## src/rtl/if_stage.sv

```systemverilog
// rtl/if_stage.sv - instruction-fetch stage feeding the IF/ID pipeline register
//
// Ports:
//   clk, reset         rising-edge clock, synchronous active-high reset
//   combined_stall     global stall; IF/ID outputs hold their values
//   branch_taken       redirect request from EX (wins over stall)
//   branch_target      redirect PC; bits [1:0] are ignored
//   imem_req/addr      fetch request and word-aligned address
//   imem_ready         request accepted this cycle when imem_req is high
//   imem_rvalid/rdata  instruction response for the outstanding request
//   IF_ID_PC           PC of the presented instruction
//   IF_ID_Instruction  presented instruction (NOP after reset)
//   IF_ID_enable_out   IF/ID contents valid

module if_stage #(
  parameter logic [31:0] RESET_PC = 32'h0000_0000
) (
  input  logic        clk,
  input  logic        reset,
  input  logic        combined_stall,
  input  logic        branch_taken,
  input  logic [31:0] branch_target,
  output logic        imem_req,
  output logic [31:0] imem_addr,
  input  logic        imem_ready,
  input  logic        imem_rvalid,
  input  logic [31:0] imem_rdata,
  output logic [31:0] IF_ID_PC,
  output logic [31:0] IF_ID_Instruction,
  output logic        IF_ID_enable_out
);

  localparam logic [31:0] NOP = 32'h0000_0013;

  typedef enum logic [1:0] {
    S_REQ,
    S_WAIT,
    S_HOLD
  } state_t;

  state_t      state;
  logic [31:0] pc;
  logic [31:0] fetch_pc;
  logic        kill;
  logic [31:0] buf_pc;
  logic [31:0] buf_instr;

  logic [31:0] target_aligned;
  logic        rsp_take;

  assign target_aligned = branch_target & ~32'h0000_0003;

  // A response that is consumed straight into IF/ID lets the next request
  // go out in the same cycle, keeping a zero-wait memory at one per clock.
  always_comb begin
    rsp_take  = (state == S_WAIT) && imem_rvalid && !kill &&
                !combined_stall && !branch_taken;
    imem_req  = (state == S_REQ) || rsp_take;
    imem_addr = pc;
  end

  always_ff @(posedge clk) begin
    if (reset) begin
      state             <= S_REQ;
      pc                <= RESET_PC;
      fetch_pc          <= RESET_PC;
      kill              <= 1'b0;
      buf_pc            <= 32'h0;
      buf_instr         <= NOP;
      IF_ID_PC          <= 32'h0;
      IF_ID_Instruction <= NOP;
      IF_ID_enable_out  <= 1'b0;
    end else begin
      case (state)
        S_REQ: begin
          if (branch_taken) begin
            pc               <= target_aligned;
            IF_ID_enable_out <= 1'b0;
            // The old-path request was accepted anyway; its response must be
            // dropped so only one request is ever outstanding.
            if (imem_ready) begin
              kill  <= 1'b1;
              state <= S_WAIT;
            end
          end else if (imem_ready) begin
            fetch_pc <= pc;
            pc       <= pc + 32'd4;
            state    <= S_WAIT;
          end
        end

        S_WAIT: begin
          if (imem_rvalid && kill) begin
            kill  <= 1'b0;
            state <= S_REQ;
            if (branch_taken) begin
              pc               <= target_aligned;
              IF_ID_enable_out <= 1'b0;
            end
          end else if (imem_rvalid) begin
            if (branch_taken) begin
              pc               <= target_aligned;
              IF_ID_enable_out <= 1'b0;
              state            <= S_REQ;
            end else if (combined_stall) begin
              buf_pc    <= fetch_pc;
              buf_instr <= imem_rdata;
              state     <= S_HOLD;
            end else begin
              IF_ID_PC          <= fetch_pc;
              IF_ID_Instruction <= imem_rdata;
              IF_ID_enable_out  <= 1'b1;
              if (imem_ready) begin
                fetch_pc <= pc;
                pc       <= pc + 32'd4;
              end else begin
                state <= S_REQ;
              end
            end
          end else if (branch_taken) begin
            // Request still in flight: remember to discard its response.
            pc               <= target_aligned;
            IF_ID_enable_out <= 1'b0;
            kill             <= 1'b1;
          end
        end

        S_HOLD: begin
          if (branch_taken) begin
            pc               <= target_aligned;
            IF_ID_enable_out <= 1'b0;
            state            <= S_REQ;
          end else if (!combined_stall) begin
            IF_ID_PC          <= buf_pc;
            IF_ID_Instruction <= buf_instr;
            IF_ID_enable_out  <= 1'b1;
            state             <= S_REQ;
          end
        end

        default: state <= S_REQ;
      endcase
    end
  end

endmodule
```

## config.mk

```make
export PLATFORM = sky130hd
export DESIGN_NAME = if_stage
export DESIGN_NICKNAME = d
export VERILOG_FILES = /design/src/rtl/if_stage.sv
export SDC_FILE = /design/constraint.sdc
export NUM_CORES = 1
export LEC_CHECK = 0
export CORE_UTILIZATION = 47
export CTS_CLUSTER_SIZE = 10
export DETAILED_ROUTE_END_ITERATION = 8
export GPL_TIMING_DRIVEN = 0
export PLACE_DENSITY = 0.76
export SETUP_SLACK_MARGIN = 0.02
export SLEW_MARGIN = 20
export SYNTH_ARGS = -nofsm -noshare
export SYNTH_HDL_FRONTEND = slang
export SYNTH_SLANG_ARGS = --single-unit
```

## constraint.sdc

```tcl
create_clock -name clk -period 2 [get_ports clk]
set_input_delay 0.6 -clock clk [delete_from_list [all_inputs] [get_ports clk]]
set_output_delay 0.6 -clock clk [all_outputs]
set_load 0.02 [all_outputs]
```

==> impl_metrics.toml <==
[synth]
synth.distinct_cells = 79
synth_edf_count = 0
synth-simple-area-share_pct = 19.6
yosysSeqAreaShare_pct = 44.1
synth_top_family_by_area = "simple AND/OR/NAND/NOR gates"
ys_seq_elements = 196
synth.area.mux_share_pct = 11.6
dominant_register_cell_in_the_synthesized_netlist = "sky130_fd_sc_hd__dfxtp_1"
syn_inst = 1032
async_reset_ff_share_pct = 0
synth.cell_area_mm2 = 0.00890
postSynthAreaPerCell_um2 = 8.62
synth.net_count = 1107
synth_fa_ha_area_share_pct = 0.703
synth-compound-area-share_pct = 19.3
synthesis.yosys.warnings = 0
synth-xor-area-share_pct = 0.0984

[sta]
period_share_pct = 110
final_max_slew_viol_count = 0
timing_worst_slew_pin_value_ns = 0.823
max_freq_mhz = 454
slew_headroom_pct = 45.2
final_critical_path_setup_slack_ns = -0.204
clock-skew-final_ns = 0.0121
holdWs_ns = 0.458
hold_viol_final = 0
rsz_0062_raised_after_global_routing = "yes"
setup_violations = 99
fin_tns_setup_ns = -5.19
finalCriticalPeriod_ns = 2.20

[setup_path]
ff2ff_path_depth = 10
r2r_end = "IF_ID_PC[23]$_SDFFE_PP0P_"
arrival_ns = 1.60
end_kind = "output pin"
critPathRequiredTime_ns = 1.40
timing_worst_setup_path_type = "reg -> out"
critical_path.reg2reg.startpoint = "state[0]$_SDFFE_PP0P_"
setup.reg_to_reg.worst_slack_ns = -0.17
path_max_fanout = 5
start_kind = "register"

[drt]
avgViaCountPerCell = 6.23
wire_per_inst_um = 21.3
antenna_violating_nets_post_route = 0
drt_pre_antenna_iters = 7
vias = 9441
routed_wirelength_um = 32300
drtIter0Drc = 929
remaining_drc_errors = 0

[grt]
number_of_antenna_violations_at_the_first_check_in_global_routing = 0
first_global_vias = 8822
gr-usage-all-layers_pct = 30.7
grt_remaining_overflow = 0
grt_start_max_net_pins = 22
wire_length_of_the_first_global_routing_pass_um = 47100

[die]
die_h_um = 140
initial_utilization_pct = 48.7
fp.coreArea_mm2 = 0.0183
die-width_um = 140
std_cell_rows = 49
design.die.area_mm2 = 0.0195
ioPinCount = 168

[place]
placed_area_mm2 = 0.0108
post-place-ws_ns = -1.05
place_congestion = 0.981
port-buffer-count = 163
dpl.cell_count = 1424
estimated_wirelength_of_the_detail_placed_design_um = 19600

[cts]
clk-insertion-delay-late_ns = 0.45
htree_levels = 4
numCtsBuffers = 17
tritoncts_clock_tree = "built"
clock_sinks = 196
clock_path_buffers = 2
clock-root-buffer = "sky130_fd_sc_hd__clkbuf_16"
clkSlewWorstSetupHoldPaths_ns = 0.07

[final_layout]
layoutNonFillerInstCount = 1515
nets = 1348
drive_gt1_share_pct = 26.4
area.growth.synth_to_final_pct = 47.9
postLayoutCellArea_mm2 = 0.0132
n_antenna_cell = 0

[pwr]
power.combinational.fraction_pct = 34.0
internal_pwr_total_mw = 7.98
leakage_nw = 5.27
worst_ir_drop_vdd_mv = 0.706
power.switching_fraction_pct = 35.8
power_per_cell_area_mw_per_mm2 = 943
clock_power_share_pct = 28.4
switching_power_mw = 4.44
share_seq_of_total_power_pct = 37.7

[run_status]
violations = "setup timing"
run_status = "complete, but fails checks"

[worst_hold_path]
timing.hold.worst.start = "buf_pc[21]$_SDFFE_PP0P_"
timing.hold.worst.class = "reg -> reg"
worst_hold_path.num_cells = 2
worst_hold_path.endpoint = "buf_pc[21]$_SDFFE_PP0P_"

[flow_run]
cap_viol_max_count = 0
[sequential cells by signal, indices dropped and copies added, names as in the netlist]
signal / cells
IF_ID_Instruction: 32
IF_ID_PC: 32
IF_ID_enable_out: 1
buf_instr: 32
buf_pc: 32
fetch_pc: 32
imem_addr: 32
kill: 1
state: 2
[cells in the mapped netlist (3+ instances only)]
library cell | instances | area share, %
sky130_fd_sc_hd__ha_1 | 5 | 0.70
sky130_fd_sc_hd__nor4_1 | 7 | 0.49
sky130_fd_sc_hd__o211ai_1 | 5 | 0.42
sky130_fd_sc_hd__and2_1 | 5 | 0.35
sky130_fd_sc_hd__a31o_2 | 6 | 0.59
sky130_fd_sc_hd__o22ai_1 | 5 | 0.35
sky130_fd_sc_hd__a21o_1 | 6 | 0.51
sky130_fd_sc_hd__a31oi_1 | 7 | 0.49
sky130_fd_sc_hd__nand4_1 | 13 | 0.91
sky130_fd_sc_hd__dfxtp_1 | 196 | 44
sky130_fd_sc_hd__nand2b_1 | 7 | 0.49
sky130_fd_sc_hd__nand2_1 | 167 | 7.0
sky130_fd_sc_hd__and3_1 | 14 | 0.98
sky130_fd_sc_hd__buf_1 | 3 | 0.13
sky130_fd_sc_hd__buf_4 | 7 | 0.59
sky130_fd_sc_hd__o21ai_0 | 18 | 1.0
sky130_fd_sc_hd__a211oi_1 | 63 | 5.3
sky130_fd_sc_hd__clkbuf_1 | 49 | 2.1
sky130_fd_sc_hd__nor3_1 | 10 | 0.56
sky130_fd_sc_hd__a311oi_1 | 6 | 0.59
sky130_fd_sc_hd__a21oi_1 | 84 | 4.7
sky130_fd_sc_hd__o31ai_1 | 4 | 0.34
sky130_fd_sc_hd__inv_1 | 12 | 0.51
sky130_fd_sc_hd__mux2i_1 | 102 | 11
sky130_fd_sc_hd__a41o_1 | 5 | 0.56
sky130_fd_sc_hd__nand3_1 | 22 | 1.2
sky130_fd_sc_hd__nor2_1 | 118 | 5.0
sky130_fd_sc_hd__a41oi_1 | 3 | 0.30
sky130_fd_sc_hd__buf_2 | 22 | 1.2
[layout by cell type, fill, tap and decap left out, types with 6 or more instances in the layout]
| cell type | count |
|---|---|
| sky130_fd_sc_hd__buf_8 | 9 |
| sky130_fd_sc_hd__clkbuf_1 | 22 |
| sky130_fd_sc_hd__clkdlybuf4s50_1 | 62 |
| sky130_fd_sc_hd__a31oi_1 | 6 |
| sky130_fd_sc_hd__dlygate4sd2_1 | 96 |
| sky130_fd_sc_hd__a21o_1 | 6 |
| sky130_fd_sc_hd__nor2_1 | 76 |
| sky130_fd_sc_hd__a21oi_1 | 79 |
| sky130_fd_sc_hd__mux2i_1 | 102 |
| sky130_fd_sc_hd__and3_1 | 14 |
| sky130_fd_sc_hd__nand4_1 | 13 |
| sky130_fd_sc_hd__buf_12 | 12 |
| sky130_fd_sc_hd__nor3_1 | 9 |
| sky130_fd_sc_hd__buf_6 | 21 |
| sky130_fd_sc_hd__buf_4 | 37 |
| sky130_fd_sc_hd__nand2_1 | 162 |
| sky130_fd_sc_hd__dfxtp_1 | 173 |
| sky130_fd_sc_hd__dfxtp_2 | 18 |
| sky130_fd_sc_hd__nor2_4 | 18 |
| sky130_fd_sc_hd__nor2_2 | 25 |
| sky130_fd_sc_hd__clkbuf_2 | 23 |
| sky130_fd_sc_hd__inv_1 | 10 |
| sky130_fd_sc_hd__nand2b_1 | 7 |
| sky130_fd_sc_hd__nand3_1 | 19 |
| sky130_fd_sc_hd__o21ai_0 | 16 |
| sky130_fd_sc_hd__a211oi_2 | 58 |
| sky130_fd_sc_hd__clkbuf_16 | 23 |
[layout make-up]
type | instances | area, um2
multi-input cells | 742 | 5380
fillers | 1295 | 5100
flip-flops and latches | 196 | 3970
repair buffers | 226 | 2280
plain buffers | 78 | 596
clock buffers | 17 | 425
well taps | 229 | 287
clock inverters | 15 | 176
inverters | 12 | 50.0
[routing by layer]
layer  vias to the layer above  track usage, %  wire length, um
met5                         -               0                0
met4                         0            16.4             1730
met3                       152            5.88             2860
met2                       571            50.0            15100
met1                      4524            38.5            12600
li1                       4194               -                -
[cell families (layout without fill, tap and decap cells)]
family | count (synthesis) | in the layout
AND/OR/NAND/NOR | 383 | 383
buffers and inverters | 94 | 348
multiplexers | 103 | 103
adder cells (fa/ha/maj) | 5 | 5
XOR/XNOR | 1 | 1
flip-flops | 196 | 196
AO/OA/AOI/OAI | 250 | 250
[timing repair]
item	in CTS	in global routing
gates resized for setup	296	148
hold buffers	0	0
buffers inserted	34	22
pin swaps	39	54
setup endpoints to repair	288	190
cloned	9	5
[stage by stage]
step / total power [mW] / utilization [%]
floorplan: 6.32 / -
global placement: 7.59 / 59.3
detailed placement: 7.63 / 59.3
CTS: 11.8 / 68.5
global route: 12.8 / 72.1
finish: 12.4 / 72.1
[power by group through the flow]
stage,registers (mW),clock network [mW],logic (mW)
CTS,4.62,3.49,3.72
finish,4.68,3.52,4.22
global placement,4.68,0,2.91
detailed placement,4.69,0,2.94
floorplan,5.03,0,1.30
global route,4.72,3.66,4.40
[worst max path at each step]
stage | end | cells past startpoint | from
floorplan | IF_ID_Instruction[10]$_SDFFE_PP0P_ | 9 | state[0]$_SDFFE_PP0P_
global placement | buf_pc[28]$_SDFFE_PP0P_ | 6 | imem_rvalid
detailed placement | buf_pc[29]$_SDFFE_PP0P_ | 6 | imem_rvalid
CTS | imem_req | 5 | state[1]$_SDFFE_PP0P_
global route | imem_addr[6]$_SDFFE_PP0P_ | 5 | branch_taken
finish | imem_req | 5 | state[1]$_SDFFE_PP0P_
[worst max-delay path, cell delays in order, from the launching register on]
cell	delay, ns
sky130_fd_sc_hd__dfxtp_2	0.37
sky130_fd_sc_hd__inv_4	0.06
sky130_fd_sc_hd__ha_4	0.18
sky130_fd_sc_hd__and3b_2	0.24
sky130_fd_sc_hd__a21o_1	0.19
sky130_fd_sc_hd__buf_6	0.13
(Power assumes the default switching activity.)
